[src/rtl/led_event_timer.sv]
// led_event_timer: turns raw events into tick-timed LED enables and runs the maintenance press-and-hold FSM.
// Optional: define LED_EVT_STICKY_EN to latch channel 5 (fault) until clear_all or reset.

module led_event_timer #(
    parameter int TICK_DIV        = 10000000,
    parameter int HOLD_TICKS      = 10,
    parameter int MTNE_HOLD_TICKS = 15
) (
    input  logic       clock,
    input  logic       reset,
    input  logic [5:0] event_in,
    input  logic       clear_all,
    input  logic       mtne_btn,
    output logic [5:0] led_enable,
    output logic       mtne_mode,
    output logic       tick
);

    localparam int            CW       = $clog2(TICK_DIV);
    localparam logic [CW-1:0] DIV_LAST = CW'(TICK_DIV - 1);
    localparam logic [7:0]    HOLD_V   = 8'(HOLD_TICKS);
    localparam logic [7:0]    MTNE_V   = 8'(MTNE_HOLD_TICKS);
`ifdef LED_EVT_STICKY_EN
    localparam bit STICKY5 = 1'b1;
`else
    localparam bit STICKY5 = 1'b0;
`endif

    typedef enum logic [2:0] {
        S_IDLE,
        S_ARM,
        S_ON_HELD,
        S_ON,
        S_EXIT
    } mtne_state_t;

    logic [CW-1:0] pre_cnt;
    logic [5:0]    ev_s1;
    logic [5:0]    ev_s2;
    logic [5:0]    ev_s3;
    logic [5:0]    ev_edge;
    logic [1:0]    warm;
    logic          btn_s1;
    logic          btn;
    logic [7:0]    timer [6];
    logic [7:0]    hold_cnt;
    mtne_state_t   state;

    always_ff @(posedge clock or posedge reset) begin
        if (reset) begin
            pre_cnt <= '0;
        end else if (pre_cnt == DIV_LAST) begin
            pre_cnt <= '0;
        end else begin
            pre_cnt <= pre_cnt + 1'b1;
        end
    end

    assign tick = (pre_cnt == DIV_LAST);

    // warm gates edges until the history flop holds a real post-reset sample
    always_ff @(posedge clock or posedge reset) begin
        if (reset) begin
            ev_s1  <= '0;
            ev_s2  <= '0;
            ev_s3  <= '0;
            btn_s1 <= 1'b0;
            btn    <= 1'b0;
            warm   <= '0;
        end else begin
            ev_s1  <= event_in;
            ev_s2  <= ev_s1;
            ev_s3  <= ev_s2;
            btn_s1 <= mtne_btn;
            btn    <= btn_s1;
            if (warm != 2'd3) begin
                warm <= warm + 2'd1;
            end
        end
    end

    assign ev_edge = (warm == 2'd3) ? (ev_s2 & ~ev_s3) : 6'd0;

    always_ff @(posedge clock or posedge reset) begin
        if (reset) begin
            led_enable <= '0;
            for (int i = 0; i < 6; i++) begin
                timer[i] <= '0;
            end
        end else begin
            for (int i = 0; i < 6; i++) begin
                if (clear_all) begin
                    timer[i]      <= '0;
                    led_enable[i] <= 1'b0;
                end else if (ev_edge[i]) begin
                    timer[i]      <= HOLD_V;
                    led_enable[i] <= 1'b1;
                end else if (tick && timer[i] != 8'd0 && !(STICKY5 && i == 5)) begin
                    timer[i] <= timer[i] - 8'd1;
                    if (timer[i] == 8'd1) begin
                        led_enable[i] <= 1'b0;
                    end
                end
            end
        end
    end

    always_ff @(posedge clock or posedge reset) begin
        if (reset) begin
            state     <= S_IDLE;
            hold_cnt  <= '0;
            mtne_mode <= 1'b0;
        end else begin
            case (state)
                S_IDLE: begin
                    if (btn) begin
                        state    <= S_ARM;
                        hold_cnt <= '0;
                    end
                end
                S_ARM: begin
                    if (!btn) begin
                        state <= S_IDLE;
                    end else if (tick) begin
                        hold_cnt <= hold_cnt + 8'd1;
                        if (hold_cnt + 8'd1 == MTNE_V) begin
                            state     <= S_ON_HELD;
                            mtne_mode <= 1'b1;
                        end
                    end
                end
                S_ON_HELD: begin
                    if (!btn) begin
                        state <= S_ON;
                    end
                end
                S_ON: begin
                    if (btn) begin
                        state     <= S_EXIT;
                        mtne_mode <= 1'b0;
                    end
                end
                S_EXIT: begin
                    if (!btn) begin
                        state <= S_IDLE;
                    end
                end
                default: begin
                    state     <= S_IDLE;
                    mtne_mode <= 1'b0;
                end
            endcase
        end
    end

endmodule

[config.mk]
export PLATFORM = sky130hd
export DESIGN_NAME = led_event_timer
export DESIGN_NICKNAME = d
export VERILOG_FILES = /design/src/rtl/led_event_timer.sv
export SDC_FILE = /design/constraint.sdc
export NUM_CORES = 1
export LEC_CHECK = 0
export BUFFER_PORTS_ARGS = -buffer_cell sky130_fd_sc_hd__buf_2
export CORE_UTILIZATION = 25
export DETAILED_ROUTE_END_ITERATION = 8
export GPL_ROUTABILITY_DRIVEN = 0
export PLACE_DENSITY_LB_ADDON = 0.1
export REMOVE_ABC_BUFFERS = 1
export SETUP_SLACK_MARGIN = 0.05
export SLEW_MARGIN = 25
export SYNTH_ARGS = -nofsm -noshare
export SYNTH_HDL_FRONTEND = slang
export SYNTH_SLANG_ARGS = --single-unit
[constraint.sdc]
create_clock -name clock -period 3.69 [get_ports clock]
set_clock_uncertainty 0.1 [all_clocks]
set_input_delay 0 -clock clock [delete_from_list [all_inputs] [get_ports clock]]
set_output_delay 0 -clock clock [all_outputs]
set_load 0.005 [all_outputs]
[Yosys cells after proc, flatten, opt, wreduce, memory -nomap -nowiden]
Index checks and enable logic that the tools add are counted.
Storage, ports and cells
  register bits after elaboration: 112
  word-level logic and storage cells: 154
  bits of input ports: 10
  output and inout port bits: 8
Operators by class
  mux-type cells: 61
  eq/ne operators: 23
  reductions and logical operators: 36
  bitwise gates (word level): 3
  add/subtract/negate cells: 9
Operator list (number)
  two-way mux 8 bit: 21
  equality test 8 x 1 -> 1 bit, second input constant: 6
  nonzero test 8 bit: 6
  subtractor 8 x 1 -> 8 bit, second input constant: 6
  nonzero test 3 bit: 12
  two-way mux 1 bit: 28
  adder 24 x 1 -> 24 bit, second input constant: 1
  equality test 24 bit, second input constant: 1
  two-way mux 24 bit: 1
  two-way mux 3 bit: 7
  != test 2 bit, second input constant: 8
  one-hot mux 8 bit (2 select lines): 1
  one-hot mux 3 bit (5 select lines): 1
  AND reduction 2 bit: 6
  adder 8 x 1 -> 8 bit, second input constant: 1
  equality test 8 x 4 -> 1 bit, second input constant: 1
  AND 6 bit: 1
  equality test 3 x 2 -> 1 bit, second input constant: 2
  logical AND 1 bit: 6
  two-way mux 6 bit: 1
  != test 3 bit, second input constant: 2
  NOT 6 bit: 1
  AND reduction 6 bit: 1
  AND reduction 5 bit: 1
  10 further kinds: 10

[Longest topological paths before layout]
  word-level depth: 6
  depth in mapped cells: 8
  mapped depth without buffers: 6

[Least setup slack after synthesis]
No wires, ideal clock.
  path type: reg2reg
  from: register pre_cnt[17]
  to: register timer[13] (netlist name)
  setup slack: 0.826 ns
  buffers on the path: 1
  arrival time: 2.637 ns
  setup time: 0.127 ns
  stages on the path, launching flop included: 7
  required time: 3.463 ns
  clock period less this slack: 2.864 ns
  cell sequence: dfrtp_1 or4b_1 or3_1 clkbuf_2 or4_4 or4_1 mux2_1
On the way
  longest elaborated chain between the ends: 3
Ends and longest elaborated chain
  start: declaration: RTL line 37  | logic [CW-1:0] pre_cnt;
  start signal: assignment: RTL line 55  | pre_cnt <= pre_cnt + 1'b1;
  equality test 24 bit: RTL line 59  | assign tick = (pre_cnt == DIV_LAST);
  logical AND 1 bit: RTL line 98  | end else if (tick && timer[i] != 8'd0 && !(STICKY5 && i == 5)) begin
  nonzero test 3 bit (no line)
  end signal: indexed assignment: RTL line 99  | timer[i] <= timer[i] - 8'd1;
  end: declaration: RTL line 45  | logic [7:0] timer [6];
No other way between the ends.
A chain may end at the register's enable or synchronous reset.

[Final worst setup path]
Ends and elaborated chain as after synthesis.

==> reports/qor.yml <==
swShare_pct: 25.0
crit_slowest_cell: "or4_4"
synthArstFlopShare_pct: 100
ir_drop_mv: 0.171
p_int_mw: 1.84
ys.flop_type: "dfrtp_1"
port_buffers: 17
tightest_slew_ns: 0.760
dpl.cell_count: 848
cp_slowest_stage_delay_ns: 0.56
drt_iter0_drc: 152
yosysUniqueCellTypes: 58
syn_area_um2: 5640
post-route-min-period_ns: 3.04
core-area_um2: 22000
antenna_left: 0
start_util_pct: 25.7
cp_max_fo: 7
cts_buffers: 9
leakage_nw: 2.68
status: "completed"
drtPass1Iterations: 4
finalInstanceArea_um2: 6490
clk_path_buf_depth: 2
drv_slew: 0
power_density_nw_per_um2: 378
final_cells: 872
ys_ff_latch: 112
setup_viol: 0
hold_depth: 2
p_comb_share_pct: 6.0
power_frac_clock_pct: 42.4
io_pins: 18
rows: 54
yosysWarnings: 0
syn_to_final_growth_pct: 15.2
worstPathCellList: "or4b_1 > or3_1 > or4_4 > or4_1 > mux2_1"
total_power_mw: 2.46
crit_path_end_kind: "register"
clock-sinks: 112
placedInstanceArea_um2: 6110
h-tree-depth: 3
die_w_um: 152
hpwlAfterDp_um: 8940
slew_headroom_pct: 49.3
avgViaCountPerCell: 4.87
hold_viol_final: 0
finalSetupTns_ns: 0
wl_um: 13000
fin_nets: 619
crit_type: "reg2reg"
cts_tree: "done"
grt_max_degree: 58
p_sw_mw: 0.614
maxCapViolCount: 0
required_ns: 3.84
drive_gt1_share_pct: 10.5
pwr-share-seq_pct: 51.6
r2r_cells: 5
die_y_um: 152
synth_area_per_cell_um2: 10.1
crit_arrival_ns: 3.19
syn_inst: 558
overflow: 0
clk_pin_slew_ns: 0.08
clockRootBuffer: "clkbuf_16"
ys_seq_area_share_pct: 49.7
period_share_pct: 82.3
grt_setup_unrepaired: "false"
clk_latency_ns: 0.36
drcViolationCount: 0
diodes: 0
grt_pass1_wl_um: 22400
synth-edff-count: 0
die-area_um2: 23200
track_usage_pct: 12.0
cp-start-kind: "register"
antenna_found_initial: 0
vias: 4247
grt_pass1_vias: 4230
post_drt_wl_per_cell_um: 14.9
hp-class: "in2reg"
max_clock_freq_ghz: 0.329
final_util_pct: 29.6
-- synth_stat cells, types with 9 or more instances --
cell | n | share of area [%]
or3_1 | 11 | 1.2
nor3_1 | 15 | 1.3
inv_1 | 26 | 1.7
nand3_1 | 26 | 2.3
nand3b_1 | 13 | 1.7
dfrtp_1 | 112 | 50
nor4_1 | 14 | 1.6
nor2_1 | 47 | 3.1
o31ai_1 | 9 | 1.2
nand2_1 | 31 | 2.1
nand4_1 | 11 | 1.2
or4_1 | 21 | 2.8
xnor2_1 | 24 | 3.7
xor2_1 | 14 | 2.2
o21ai_0 | 20 | 1.8
clkbuf_1 | 17 | 1.1
a21oi_1 | 37 | 3.3
ha_1 | 22 | 4.9
-- layout by cell type, fill, tap and decap left out, types with 5 or more instances in the layout --
cell           instances
or3_1                 11
nor4_1                13
buf_2                 17
nand3_1               26
and4_1                 7
nand2_1               31
nand4_1               11
a21oi_1               37
inv_1                 25
nand3b_1              13
nor3_1                14
and2_1                 5
nor2_1                47
ha_1                  22
mux2_2                 7
nand4b_1               6
clkbuf_16              9
dfrtp_1              112
and3_1                 6
xor2_1                14
o21ai_0               20
or4_1                 21
dlygate4sd3_1          8
buf_4                 10
nand2b_1               8
xnor2_1               24
o31ai_1                9
-- worst max-delay path, delay by kind of cell, from the launching register on --
family,cells,cell delay [ns]
simple gates,4,2.06
mux,1,0.32
flops,1,0.44
-- kinds of logic after synthesis --
family          synth area share, %
flops                          49.7
fa+ha+maj                      4.88
xor+xnor                       5.90
compound gates                 10.2
mux                            1.60
buf+inv                        2.95
simple gates                   24.8
-- through the flow --
step | setup WS, ns | hold slack [ns]
final | 0.653 | 0.0212
after global routing | 0.562 | 0.0485
after CTS | 0.635 | 0.0225
after detailed placement | 0.642 | 0.00932
after global placement | 0.659 | 0.00833
after floorplan | 0.631 | -0.0686
-- final timing paths --
check | slack, ns | start | end
min in group asynchronous | 0.20 | reset | ev_s1[4]$_DFF_PP0_
max reg2reg | 0.65 | pre_cnt[17]$_DFF_PP0_ | timer[13]$_DFFE_PP0P_
max in group asynchronous | 2.49 | reset | pre_cnt[4]$_DFF_PP0_
max | 0.65 | pre_cnt[17]$_DFF_PP0_ | timer[13]$_DFFE_PP0P_
min reg2reg | 0.25 | btn_s1$_DFF_PP0_ | btn$_DFF_PP0_
min | 0.02 | clear_all | timer[9]$_DFFE_PP0P_
-- what timing repair did --
action / in CTS / in global routing
hold buffers: 8 / 0
setup buffers: 0 / 0
resized for setup: 0 / 0
hold endpoints to repair: 63 / 0
-- power groups by stage --
stage	combinational [mW]	sequential [mW]	clock (mW)
6_report	0.147	1.27	1.04
5_1_grt	0.171	1.27	1.14
4_1_cts	0.152	1.27	1.09
3_5_place_dp	0.145	1.29	0
3_3_place_gp	0.145	1.29	0
2_1_floorplan	0.0936	1.29	0
-- sequential cells by signal, summed over array words and instances, names as in the netlist --
signal      count
mtne_mode       1
pre_cnt        24
ev_s1           6
state           3
btn             1
ev_s2           6
timer          48
led_enable      6
ev_s3           6
hold_cnt        8
btn_s1          1
warm            2
-- cell type report --
class / count / area [um^2]
timing repair buffer: 36 / 260
inverter: 26 / 100
tap: 280 / 350
clock inverter: 6 / 73.8
multi-input combinational: 402 / 2680
clock buffer: 10 / 229
sequential: 112 / 2800
fill: 2256 / 15500
-- layer usage --
layer  vias up  wire, um  part of all wire, %  GRT usage [%]
met5         -         0                    0              0
met4         0       185                  1.4           4.08
met3        12       344                  2.6           2.22
met2        46      5970                   46           19.5
met1      2095      6510                   50           16.1
li1       2094         -                    -              -
No activity file was read; power rests on OpenSTA's default activity.
